**src/rtl/cmsdk_uart_stim_tx_if.sv**
```systemverilog
// cmsdk_uart_stim_tx_if : push-side valid/ready channel of the UART stimulus transmitter
// Rev 1.0
`default_nettype none

interface cmsdk_uart_stim_tx_if;
    logic [7:0] DATA_IN;
    logic       ESC_PREFIX;
    logic       DATA_VALID;
    logic       DATA_READY;

    modport master (
        output DATA_IN,
        output ESC_PREFIX,
        output DATA_VALID,
        input  DATA_READY
    );

    modport slave (
        input  DATA_IN,
        input  ESC_PREFIX,
        input  DATA_VALID,
        output DATA_READY
    );
endinterface

`default_nettype wire

```
**src/rtl/cmsdk_uart_stim_tx.sv**
```systemverilog
// cmsdk_uart_stim_tx : FIFO-fed 8N1 serial transmitter with optional ESC prefix frame
// Rev 1.0
`default_nettype none

module cmsdk_uart_stim_tx #(
    parameter int FIFO_AW   = 3,
    parameter int STOP_BITS = 1,
    parameter int IDLE_GAP  = 0
) (
    input  wire logic                 CLK,
    input  wire logic                 RESETn,
    cmsdk_uart_stim_tx_if.slave       push,
    input  wire logic                 TX_ENABLE,
    output logic                      TXD,
    output logic                      BUSY,
    output logic                      TX_DONE,
    output logic [FIFO_AW:0]          FIFO_LEVEL
);

    localparam int DEPTH = 1 << FIFO_AW;

    typedef enum logic [2:0] {
        IDLE  = 3'd0,
        START = 3'd1,
        DATA  = 3'd2,
        STOP  = 3'd3,
        GAP   = 3'd4
    } state_e;

    state_e               state_q, state_d;
    logic [8:0]           mem_q [DEPTH];
    logic [FIFO_AW-1:0]   wr_ptr_q, rd_ptr_q;
    logic [FIFO_AW:0]     level_q;
    logic [7:0]           hold_q, hold_d;
    logic                 esc_q, esc_d;
    logic [7:0]           shift_q, shift_d;
    logic [2:0]           bit_q, bit_d;
    logic [7:0]           cnt_q, cnt_d;
    logic                 txd_q, txd_d;
    logic                 done_q, done_d;
    logic                 push_w, pop_w, frame_end_w;

    assign push.DATA_READY = (level_q != (FIFO_AW+1)'(DEPTH));
    assign push_w          = push.DATA_VALID & push.DATA_READY;
    assign pop_w           = (state_q == IDLE) & (level_q != '0) & TX_ENABLE;

    // TXD is registered so it rests glitch-free and is forced high by reset asynchronously
    assign TXD        = txd_q;
    assign TX_DONE    = done_q;
    assign FIFO_LEVEL = level_q;
    assign BUSY       = (state_q != IDLE) | (level_q != '0);

    always_ff @(posedge CLK) begin
        if (push_w) begin
            mem_q[wr_ptr_q] <= {push.ESC_PREFIX, push.DATA_IN};
        end
    end

    always_ff @(posedge CLK or negedge RESETn) begin
        if (!RESETn) begin
            wr_ptr_q <= '0;
            rd_ptr_q <= '0;
            level_q  <= '0;
        end else begin
            if (push_w) wr_ptr_q <= wr_ptr_q + 1'b1;
            if (pop_w)  rd_ptr_q <= rd_ptr_q + 1'b1;
            level_q <= level_q + (FIFO_AW+1)'(push_w) - (FIFO_AW+1)'(pop_w);
        end
    end

    always_ff @(posedge CLK or negedge RESETn) begin
        if (!RESETn) begin
            state_q <= IDLE;
            hold_q  <= '0;
            esc_q   <= 1'b0;
            shift_q <= '0;
            bit_q   <= '0;
            cnt_q   <= '0;
            txd_q   <= 1'b1;
            done_q  <= 1'b0;
        end else begin
            state_q <= state_d;
            hold_q  <= hold_d;
            esc_q   <= esc_d;
            shift_q <= shift_d;
            bit_q   <= bit_d;
            cnt_q   <= cnt_d;
            txd_q   <= txd_d;
            done_q  <= done_d;
        end
    end

    always_comb begin
        state_d     = state_q;
        hold_d      = hold_q;
        esc_d       = esc_q;
        shift_d     = shift_q;
        bit_d       = bit_q;
        cnt_d       = cnt_q;
        txd_d       = 1'b1;
        done_d      = 1'b0;
        frame_end_w = 1'b0;

        case (state_q)
            IDLE: begin
                if (pop_w) begin
                    hold_d  = mem_q[rd_ptr_q][7:0];
                    esc_d   = mem_q[rd_ptr_q][8];
                    state_d = START;
                end
            end
            START: begin
                txd_d   = 1'b0;
                shift_d = esc_q ? 8'h1B : hold_q;
                bit_d   = '0;
                state_d = DATA;
            end
            DATA: begin
                txd_d   = shift_q[0];
                shift_d = {1'b0, shift_q[7:1]};
                bit_d   = bit_q + 3'd1;
                cnt_d   = '0;
                if (bit_q == 3'd7) state_d = STOP;
            end
            STOP: begin
                cnt_d = cnt_q + 8'd1;
                if (cnt_q == 8'(STOP_BITS - 1)) begin
                    if (IDLE_GAP > 0) begin
                        cnt_d   = '0;
                        state_d = GAP;
                    end else begin
                        frame_end_w = 1'b1;
                    end
                end
            end
            GAP: begin
                cnt_d = cnt_q + 8'd1;
                if (cnt_q == 8'(IDLE_GAP - 1)) frame_end_w = 1'b1;
            end
            default: state_d = IDLE;
        endcase

        // An ESC prefix chains straight into its data frame, ignoring TX_ENABLE
        if (frame_end_w) begin
            if (esc_q) begin
                esc_d   = 1'b0;
                state_d = START;
            end else begin
                done_d  = 1'b1;
                state_d = IDLE;
            end
        end
    end

endmodule

`default_nettype wire

```
**src/flat_wrapper.sv**
```systemverilog
// flat-port wrapper written by rule: the top's interface ports become plain ports
module cmsdk_uart_stim_tx_flat 
#(
    parameter int FIFO_AW   = 3,
    parameter int STOP_BITS = 1,
    parameter int IDLE_GAP  = 0
)
  (CLK, RESETn, TX_ENABLE, TXD, BUSY, TX_DONE, FIFO_LEVEL, push_DATA_IN, push_ESC_PREFIX, push_DATA_VALID, push_DATA_READY);
  cmsdk_uart_stim_tx_if push_i ();
  input  wire logic CLK;
  input  wire logic RESETn;
  input  wire logic TX_ENABLE;
  output logic TXD;
  output logic BUSY;
  output logic TX_DONE;
  output logic [FIFO_AW:0] FIFO_LEVEL;
  input wire logic [$bits(push_i.DATA_IN)-1:0] push_DATA_IN;
  input wire logic [$bits(push_i.ESC_PREFIX)-1:0] push_ESC_PREFIX;
  input wire logic [$bits(push_i.DATA_VALID)-1:0] push_DATA_VALID;
  output wire logic [$bits(push_i.DATA_READY)-1:0] push_DATA_READY;
  assign push_i.DATA_IN = push_DATA_IN;
  assign push_i.ESC_PREFIX = push_ESC_PREFIX;
  assign push_i.DATA_VALID = push_DATA_VALID;
  assign push_DATA_READY = push_i.DATA_READY;
  cmsdk_uart_stim_tx #(.FIFO_AW(FIFO_AW), .STOP_BITS(STOP_BITS), .IDLE_GAP(IDLE_GAP)) u_core (.CLK(CLK), .RESETn(RESETn), .push(push_i), .TX_ENABLE(TX_ENABLE), .TXD(TXD), .BUSY(BUSY), .TX_DONE(TX_DONE), .FIFO_LEVEL(FIFO_LEVEL));
endmodule
```
**config.mk**
```make
export PLATFORM = sky130hd
export DESIGN_NAME = cmsdk_uart_stim_tx_flat
export DESIGN_NICKNAME = d
export VERILOG_FILES = /design/src/rtl/cmsdk_uart_stim_tx_if.sv /design/src/rtl/cmsdk_uart_stim_tx.sv /design/src/flat_wrapper.sv
export SDC_FILE = /design/constraint.sdc
export NUM_CORES = 1
export LEC_CHECK = 0
export BUFFER_PORTS_ARGS = -buffer_cell sky130_fd_sc_hd__clkbuf_2
export CORE_MARGIN = 8
export CORE_UTILIZATION = 50
export DETAILED_ROUTE_END_ITERATION = 8
export PLACE_DENSITY = 0.76
export SYNTH_ARGS = -nofsm -noshare
export SYNTH_HDL_FRONTEND = slang
export SYNTH_SLANG_ARGS = --single-unit
```
**constraint.sdc**
```tcl
create_clock -name CLK -period 5.5 [get_ports CLK]
set_clock_uncertainty 0.05 [all_clocks]
set_input_delay 1.65 -clock CLK [delete_from_list [all_inputs] [get_ports CLK]]
set_output_delay 1.65 -clock CLK [all_outputs]
set_load 0.02 [all_outputs]
```
==> impl_metrics.csv, run 1 <==
group,metric,value,unit
cells_and_area,areaGrowthSynthToFinish,15.21,%
setup_path,reg2regPathDepth,10,
setup_path,critPathSlowestCell,"dfrtp_1",
clock_tree,ctsHoldBuffers,0,
cells_and_area,multi_input_area,1491,um2
cells_and_area,design_area,5638,um2
logic_synthesis,synth_adder_area_share,4.500,%
setup_path,path_buf_inv,2,
logic_synthesis,syn_avg_cell_area,15.89,um2
clock_tree,cts_resized,0,
setup_path,crit_family,"flip-flops",
logic_synthesis,synthSimpleGateAreaFrac,6.213,%
sta,fmax,297.9,MHz
logic_synthesis,synth_area_leader_cell,"edfxtp_1",
placement,placed_area,5066,um2
floorplanning,core_area,9639,um2
sta,hold_viol,0,
logic_synthesis,synth_top_area_share,44.18,%
logic_synthesis,synth_fp_nets,338,
clock_tree,cts_tree,"built",
logic_synthesis,synth_area_leaders,"edfxtp_1 44%, dfrtp_1 21%, mux4_1 8.1%",
clock_tree,numCtsBuffers,17,
logic_synthesis,yosysUniqueCellTypes,43,
cells_and_area,fillers,747,
setup_path,reg2reg_from,"u_core.FIFO_LEVEL[2]$_DFF_PN0_",
setup_path,path_class,"flip-flop to output pin",
logic_synthesis,synth-xor-area-share,1.253,%
global_route,grt_pass1_vias,2678,
clock_tree,postCtsSetupBuffers,0,
cells_and_area,fin_cells,481,
cells_and_area,final_core_util,58.49,%
placement,numPlacedInstances,449,
placement,io_buffers,20,
logic_synthesis,synthMuxAreaShare,12.94,%
clock_tree,clk_latency,0.51,ns
power,cellLeakagePower,2.229,nW
sta,setup_slack,2.143,ns
logic_synthesis,async_flop_share,36.84,%
min_path,hold_path_class,"flip-flop to flip-flop",
sta,rsz0062_at_grt,"no",
floorplanning,start_util,50.77,%
global_route,track_usage,13.39,%
sta,final_max_slew_viol_count,0,
status,status,"finished, final reports clean",
floorplanning,die_w,114.9,um
global_route,antenna_found_initial,0,
setup_path,cp.arrival,1.66,ns
min_path,hold_path_end,"u_core.TXD$_DFF_PN1_",
sta,period_share,61.03,%
logic_synthesis,synth_enable_flop_cells,72,
drt,drc,0,
setup_path,crit_path_max_incr_delay,0.38,ns
sta,setup_viol,0,
sta,fin_setup_tns,0,ns
cells_and_area,nNetsFinal,365,
drt,ant_nets,0,
clock_tree,cts-root-buf,"clkbuf_8",
setup_path,critical_path.endpoint_type,"output pin",
clock_tree,cts_max_path_buffers,2,
min_path,holdPathStages,2,
logic_synthesis,ys.flop_type,"edfxtp_1",
setup_path,cp.required,3.80,ns
floorplanning,fp.dieH,114.9,um
setup_path,crit_chain,"inv_1 > ha_1 > or3b_1 > clkbuf_2",
cells_and_area,diodes,0,
placement,dpl.hpwl,5.040,mm
clock_tree,clk_pin_slew,0.06,ns
drt,wire_per_inst,16.14,um
logic_synthesis,yosys_warnings,0,
drt,finalWirelength,7.761,mm
floorplanning,rows,36,
cells_and_area,layout_common_cells,"72 x edfxtp_1, 41 x dfrtp_1, 23 x inv_1",
placement,dp_slack,1.784,ns
placement,gp_congestion,0.7825,
cells_and_area,seqCellArea,3214,um2
logic_synthesis,netlist_area,4893,um2
floorplanning,dieArea,13210,um2
sta,worst_pin_slew,1.111,ns
sta,slew_headroom,25.38,%
global_route,grt_pass1_wl,13.25,mm
setup_path,cp-start-kind,"flip-flop",
logic_synthesis,yosysSeqAreaShare,65.69,%
clock_tree,clock_sinks,114,
setup_path,regToRegSetupSlack,2.61,ns
flow_run,cap_violations,0,
power,pwr_density_cell,580.5,nW/um2
clock_tree,htree_num_levels,4,
setup_path,cp_max_fo,3,
logic_synthesis,synth_seq_cells,114,
sta,fin_crit,3.357,ns
min_path,min_from,"u_core.shift_q[0]$_DFFE_PN0P_",
global_route,globalRouteOverflowTotal,0,
cells_and_area,final_layout_size_suffix_gt1_share,18.68,%
drt,drtIter0Drc,148,
global_route,grt_max_degree,43,
setup_path,r2r-end,"u_core.FIFO_LEVEL[2]$_DFF_PN0_",
power,ir_drop,0.0003320,V
logic_synthesis,synth_compound_area_share,5.574,%
drt,dr_total_vias,2549,
floorplanning,num_io_pins,21,
logic_synthesis,synth_top_family_by_area,"multiplexers",
cells_and_area,layout_commonest_cell,"edfxtp_1",
logic_synthesis,syn_inst,308,
drt,first_pass_iters,5,
drt,viasPerCell,5.299,
==> cells in the mapped netlist, types with 3 or more instances <==
cell / instances
nand3_1: 8
ha_1: 16
clkbuf_1: 3
nand2_1: 11
nor2_1: 21
dfrtp_1: 41
buf_6: 4
a22oi_1: 3
xor2_1: 3
o221ai_1: 4
mux4_1: 15
mux2_4: 4
mux4_2: 3
a22o_1: 3
o21ai_0: 12
mux2i_1: 10
edfxtp_1: 72
buf_2: 5
inv_1: 23
xnor2_1: 4
a21oi_1: 14
nand2b_1: 4
==> layout make-up <==
type | instances | share of cell area, %
multi-input cells | 158 | 26.45
flip-flops and latches | 114 | 57.01
repair buffers | 21 | 1.909
well taps | 133 | 2.952
inverters | 23 | 1.531
clock buffers | 18 | 7.412
clock inverters | 14 | 2.730
==> tightest hold or removal path, delay by kind of cell (launching register included) <==
family,cells,cell delay [ns]
DFF,1,0.34
AOI/OAI and AO/OA,1,0.06
and+or+nand+nor,1,0.05
==> power by group <==
group	switching (mW)	leakage, nW	internal, mW
clock network	0.391	0.273	0.649
logic	0.463	0.793	0.442
registers	0.188	1.16	1.14
==> stage by stage <==
step           hold slack, ns  total power [mW]
4_1_cts                0.4501             3.308
2_1_floorplan          0.4063             2.062
5_1_grt                0.4904             3.487
3_5_place_dp           0.4322             2.250
6_report               0.4445             3.273
3_3_place_gp           0.4211             2.210
==> worst max-delay path by stage <==
stage / start / to / slack [ns] / depth (start not counted)
final: u_core.FIFO_LEVEL[2]$_DFF_PN0_ / push_DATA_READY / 2.14 / 4
after global routing: u_core.FIFO_LEVEL[2]$_DFF_PN0_ / push_DATA_READY / 2.04 / 4
after CTS: u_core.FIFO_LEVEL[2]$_DFF_PN0_ / push_DATA_READY / 2.11 / 4
after detailed placement: TX_ENABLE / u_core.FIFO_LEVEL[2]$_DFF_PN0_ / 1.78 / 8
after global placement: TX_ENABLE / u_core.FIFO_LEVEL[1]$_DFF_PN0_ / 1.85 / 8
after floorplan: TX_ENABLE / u_core.FIFO_LEVEL[2]$_DFF_PN0_ / 2.30 / 9
==> routing by layer <==
layer  GRT usage [%]  vias up  wire length (um)
li1                -     1222                 -
met1           15.91     1272              3478
met2           21.55       47              3863
met3           4.517        8               338
met4           6.305        0                81
met5               0        -                 0
==> kinds of logic after synthesis <==
group | after synthesis
xor+xnor | 7
compound gates | 44
mux | 33
buf+inv | 36
fa+ha+maj | 17
simple gates | 57
flops | 114
==> registers in the layout (all words and copies together), names as in the netlist <==
signal / flops
u_core.FIFO_LEVEL: 4
u_core.TXD: 1
u_core.TX_DONE: 1
u_core.bit_q: 3
u_core.cnt_q: 8
u_core.esc_q: 1
u_core.hold_q: 8
u_core.mem_q: 72
u_core.rd_ptr_q: 3
u_core.shift_q: 8
u_core.state_q: 2
u_core.wr_ptr_q: 3
No activity file was read; power rests on OpenSTA's default activity.
==> inputs of run 2 (changes only) <==
Settings changed: ABC_AREA from default to 1.
Clock period 5.5 ns to 3.2 ns, I/O delays scaled along.
==> impl_metrics.csv, run 2 <==
group,metric,value,unit
cells_and_area,largest_reg_flops,72,
sta,rsz0062_at_grt,"no",
cells_and_area,final_layout_size_suffix_gt1_share,12.27,%
setup_path,regToRegSetupSlack,0.84,ns
cells_and_area,largest_register,"u_core.mem_q",
power,ir_drop,0.0006158,V
drt,ant_nets,0,
setup_path,path_class,"flip-flop to output pin",
logic_synthesis,synth_fp_nets,529,
cells_and_area,fin_cells,674,
placement,gp_congestion,0.9171,
sta,fin_setup_tns,0,ns
drt,finalWirelength,10.19,mm
drt,top_layer,"met4",
setup_path,critical_path.endpoint_type,"output pin",
placement,numPlacedInstances,642,
logic_synthesis,yosys_warnings,0,
placement,dpl.hpwl,6.744,mm
logic_synthesis,synth_top_area_share,42.39,%
setup_path,cp_max_fo,4,
setup_path,startpoint,"u_core.state_q[0]$_DFFE_PN0P_",
placement,io_buffers,20,
power,p_sw_share,36.37,%
cells_and_area,design_area,5843,um2
clock_tree,ctsHoldBuffers,0,
global_route,grt_pass1_vias,3478,
cells_and_area,layout_commonest_cell,"nand2_1",
sta,final_max_slew_viol_count,0,
floorplanning,die_w,117.0,um
setup_path,cp.arrival,1.55,ns
clock_tree,clk_latency,0.52,ns
sta,setup_slack,0.6357,ns
floorplanning,rows,37,
global_route,track_usage,16.66,%
global_route,globalRouteOverflowTotal,0,
drt,dr_total_vias,3485,
drt,drt-met1-wl,4.348,mm
sta,worst_pin_slew,0.7284,ns
logic_synthesis,ys.flop_type,"edfxtp_1",
setup_path,r2r-end,"u_core.FIFO_LEVEL[1]$_DFF_PN0_",
drt,drc,0,
sta,fmax,390.0,MHz
cells_and_area,final_core_util,57.90,%
sta,fin_crit,2.564,ns
global_route,grt_pass1_wl,16.75,mm
logic_synthesis,async_flop_share,36.84,%
clock_tree,clk_pin_slew,0.06,ns
drt,first_pass_iters,5,
flow_run,cap_violations,0,
placement,placed_area,5261,um2
floorplanning,dieArea,13690,um2
power,seqPwrFrac,36.3,%
drt,wl_met2,4.985,mm
drt,viasPerCell,5.171,
floorplanning,fp.dieH,117.0,um
setup_path,reg2regPathDepth,10,
global_route,antenna_found_initial,0,
sta,setup_viol,0,
floorplanning,start_util,50.53,%
drt,wire_per_inst,15.12,um
power,clkPwrFrac,31.4,%
clock_tree,cts_tree,"built",
status,status,"finished, final reports clean",
power,cellLeakagePower,2.602,nW
logic_synthesis,syn_inst,499,
clock_tree,cts_max_path_buffers,2,
clock_tree,cts-root-buf,"clkbuf_8",
sta,slew_headroom,51.26,%
clock_tree,postCtsSetupBuffers,0,
power,internal-power,3.738,mW
logic_synthesis,yosysSeqAreaShare,63.03,%
logic_synthesis,yosysUniqueCellTypes,32,
cells_and_area,diodes,0,
logic_synthesis,netlist_area,5100,um2
cells_and_area,areaGrowthSynthToFinish,14.57,%
sta,period_share,80.13,%
global_route,grt_max_degree,43,
logic_synthesis,synth_area_leader_cell,"edfxtp_1",
clock_tree,htree_num_levels,4,
drt,drtIter0Drc,387,
logic_synthesis,synth_area_leaders,"edfxtp_1 42%, dfrtp_1 20%, nand2_1 12%",
setup_path,cp.required,2.19,ns
drt,dr_wl_met3,662,um
placement,dp_slack,0.5330,ns
power,comb_power_share,32.3,%
logic_synthesis,synth_most_common_cell,"nand2_1",
cells_and_area,layout_common_cells,"158 x nand2_1, 72 x edfxtp_1, 53 x inv_1",
clock_tree,numCtsBuffers,17,
logic_synthesis,synth_enable_flop_cells,72,
floorplanning,core_area,10090,um2
clock_tree,clock_sinks,114,
floorplanning,num_io_pins,21,
logic_synthesis,synth_seq_cells,114,
cells_and_area,nNetsFinal,555,
sta,hold_viol,0,
logic_synthesis,synthTopCellsByCount,"158 x nand2_1, 72 x edfxtp_1, 53 x inv_1",
setup_path,cp-start-kind,"flip-flop",
power,pwr_density_cell,1006,nW/um2
clock_tree,cts_resized,0,
power,switchingPower,2.137,mW
setup_path,reg2reg_from,"u_core.state_q[0]$_DFFE_PN0P_",
logic_synthesis,syn_avg_cell_area,10.22,um2
min_path,hold_path_class,"flip-flop to flip-flop",
setup_path,worstSetupEndpoint,"BUSY",
==> run 2: cell type report <==
type	count	area [um2]
Clock buffer	19	421.7
Clock inverter	13	160.2
Fill cell	863	4249
Inverter	58	222.7
Multi-Input combinational cell	310	1524
Sequential cell	114	3214
Tap cell	136	170.2
Timing Repair Buffer	24	130.1
==> run 2: worst min-delay path by stage <==
stage | from | to | slack, ns | cells past startpoint
after floorplan | u_core.hold_q[0]$_DFFE_PN0P_ | u_core.hold_q[0]$_DFFE_PN0P_ | 0.40 | 2
after global placement | u_core.shift_q[4]$_DFFE_PN0P_ | u_core.shift_q[4]$_DFFE_PN0P_ | 0.41 | 2
after detailed placement | u_core.shift_q[4]$_DFFE_PN0P_ | u_core.shift_q[4]$_DFFE_PN0P_ | 0.42 | 2
after CTS | u_core.hold_q[2]$_DFFE_PN0P_ | u_core.hold_q[2]$_DFFE_PN0P_ | 0.44 | 2
after global routing | u_core.hold_q[0]$_DFFE_PN0P_ | u_core.hold_q[0]$_DFFE_PN0P_ | 0.46 | 2
final | u_core.hold_q[0]$_DFFE_PN0P_ | u_core.hold_q[0]$_DFFE_PN0P_ | 0.44 | 2
==> run 2: per-stage QoR <==
stage | hold slack [ns] | total power [mW]
global route | 0.4580 | 6.262
CTS | 0.4393 | 5.906
detailed placement | 0.4206 | 4.037
floorplan | 0.3991 | 3.642
finish | 0.4357 | 5.875
global placement | 0.4146 | 3.955
==> run 2: routing by layer <==
layer / GRT usage [%] / vias to the layer above
met4: 8.276 / 0
met1: 19.90 / 1645
met2: 26.46 / 131
met5: 0 / -
li1: - / 1692
met3: 5.695 / 17
==> run 2: power groups by stage <==
| stage | registers, mW | logic, mW | clock network (mW) |
|---|---|---|---|
| after floorplan | 2.14 | 1.50 | 0 |
| after global placement | 2.14 | 1.81 | 0 |
| after detailed placement | 2.15 | 1.88 | 0 |
| after CTS | 2.13 | 1.90 | 1.87 |
| after global routing | 2.17 | 2.15 | 1.94 |
| final | 2.13 | 1.90 | 1.85 |
==> run 2: worst max-delay path, cell delays in order, from the launching register on <==
cell	delay (ns)
dfrtp_1	0.42
inv_1	0.10
ha_1	0.24
nand4_1	0.11
clkbuf_2	0.17
==> run 2: kinds of logic (layout without fill, tap and decap cells) <==
kind of cell	after synthesis	count (layout)	synth area share [%]
flip-flops	114	114	63.03
AO/OA/AOI/OAI	35	35	4.024
XOR/XNOR	5	5	0.8588
adder cells (fa/ha/maj)	17	17	4.318
AND/OR/NAND/NOR	253	253	20.68
buffers and inverters	75	114	7.090
==> inputs of run 3 (changes only) <==
Settings changed: ABC_AREA 1 to 0, PLACE_DENSITY 0.76 to 0.78.
Clock period 3.2 ns to 2.14 ns, I/O delays scaled along.
==> impl_metrics.csv, run 3 (synthesis results as in run 1) <==
group,metric,value,unit
setup_path,crit_family,"flip-flops",
clock_tree,numCtsBuffers,17,
setup_path,critical_path.endpoint_type,"output pin",
setup_path,cp-start-kind,"flip-flop",
global_route,grt_pass1_wl,14.98,mm
clock_tree,clock_sinks,114,
drt,drtIter0Drc,143,
global_route,grt_max_degree,24,
setup_path,cp.required,1.45,ns
cells_and_area,fin_cells,507,
cells_and_area,largest_register,"u_core.mem_q",
status,status,"complete, but fails checks",
clock_tree,cts-root-buf,"clkbuf_8",
clock_tree,ctsHoldBuffers,0,
floorplanning,num_io_pins,21,
sta,period_share,110.3,%
cells_and_area,areaGrowthSynthToFinish,25.06,%
sta,setup_viol,5,
cells_and_area,layout_commonest_cell,"edfxtp_1",
status,violations,"setup timing",
placement,placed_area,5293,um2
setup_path,path_class,"flip-flop to output pin",
sta,final_max_slew_viol_count,0,
cells_and_area,largest_reg_flops,72,
global_route,track_usage,15.28,%
floorplanning,start_util,50.77,%
setup_path,cp.arrival,1.67,ns
setup_path,cp_max_fo,3,
cells_and_area,design_area,6120,um2
global_route,antenna_found_initial,0,
sta,slew_headroom,63.50,%
setup_path,path_buf_inv,2,
cells_and_area,diodes,0,
sta,fin_crit,2.360,ns
power,cellLeakagePower,2.404,nW
sta,fin_setup_tns,-0.6077,ns
placement,io_buffers,20,
floorplanning,core_area,9639,um2
sta,worst_pin_slew,0.5475,ns
cells_and_area,layout_common_cells,"72 x edfxtp_1, 39 x dfrtp_1, 18 x clkbuf_2, 18 x buf_4, 16 x clkbuf_16",
placement,numPlacedInstances,463,
drt,viasPerCell,5.373,
floorplanning,rows,36,
sta,hold_viol,0,
drt,drc,0,
floorplanning,fp.dieH,114.9,um
clock_tree,clk_pin_slew,0.07,ns
sta,rsz0062_at_grt,"yes",
clock_tree,cts_max_path_buffers,2,
sta,fmax,423.7,MHz
power,pwr_density_cell,1516,nW/um2
setup_path,crit_chain,"inv_4 > ha_4 > or3b_4 > buf_8",
drt,finalWirelength,9.162,mm
min_path,hold_path_class,"input port to async pin",
clock_tree,htree_num_levels,4,
flow_run,cap_violations,0,
cells_and_area,final_layout_size_suffix_gt1_share,32.89,%
clock_tree,cts_tree,"built",
drt,wire_per_inst,18.07,um
drt,ant_nets,0,
drt,dr_total_vias,2724,
global_route,grt_pass1_vias,2912,
drt,first_pass_iters,5,
placement,gp_congestion,0.7599,
setup_path,crit_path_max_incr_delay,0.42,ns
sta,setup_slack,-0.2203,ns
placement,dpl.hpwl,5.560,mm
clock_tree,clk_latency,0.52,ns
cells_and_area,nNetsFinal,391,
floorplanning,die_w,114.9,um
cells_and_area,final_core_util,63.49,%
power,ir_drop,0.0007227,V
floorplanning,dieArea,13210,um2
global_route,globalRouteOverflowTotal,0,
setup_path,critPathSlowestCell,"dfrtp_2",
run 3: stage by stage:
| step | setup WS [ns] | power [mW] | hold WS [ns] |
|---|---|---|---|
| 4_1_cts | -0.2549 | 9.204 | 0.03368 |
| 2_1_floorplan | -0.3541 | 5.450 | 0.2964 |
| 5_1_grt | -0.2807 | 9.810 | 0.06050 |
| 3_5_place_dp | -0.1698 | 6.208 | 0.4423 |
| 3_3_place_gp | -0.1029 | 6.048 | 0.4300 |
| 6_report | -0.2203 | 9.279 | 0.04303 |
run 3: where the power goes:
part	total, mW	switching [mW]	internal, mW
clock	2.72	1.13	1.59
combinational	3.27	1.65	1.61
sequential	3.29	0.361	2.93
run 3: metal layers:
metal | up-vias | track usage (%) | share of wire [%]
met1 | 1391 | 17.14 | 43
met3 | 9 | 5.357 | 3.8
met5 | - | 0 | 0
met2 | 50 | 25.80 | 52
met4 | 0 | 6.830 | 1.0
li1 | 1274 | - | -
run 3: area by class of cell:
class	count	area [um2]
clock buffer	17	414.1
clock inverter	15	161.4
fill	677	3520
inverter	23	88.84
multi-input combinational	158	1655
sequential	114	3217
tap	133	166.4
timing repair buffer	47	416.7
run 3: final timing paths:
path | startpoint | to | slack (ns) | cells after the start
min in group CLK | push_DATA_IN[2] | u_core.mem_q[6][2]$_DFFE_PP_ | 0.35 | 1
setup / recovery | u_core.FIFO_LEVEL[2]$_DFF_PN0_ | push_DATA_READY | -0.22 | 4
max in group asynchronous | RESETn | u_core.TXD$_DFF_PN1_ | 1.40 | 2
setup reg to reg | u_core.FIFO_LEVEL[2]$_DFF_PN0_ | u_core.FIFO_LEVEL[1]$_DFF_PN0_ | -0.17 | 10
hold reg to reg | u_core.shift_q[0]$_DFFE_PN0P_ | u_core.TXD$_DFF_PN1_ | 0.46 | 2
hold / removal | RESETn | u_core.cnt_q[2]$_DFFE_PN0P_ | 0.04 | 1
run 3: repair_timing:
| item | CTS | global route |
|---|---|---|
| pin swaps | 8 | 6 |
| hold endpoints to repair | 0 | 0 |
| buffers inserted | 6 | 7 |
| resized for setup | 22 | 6 |
| setup endpoints to repair | 67 | 77 |
| cloned | 0 | 0 |
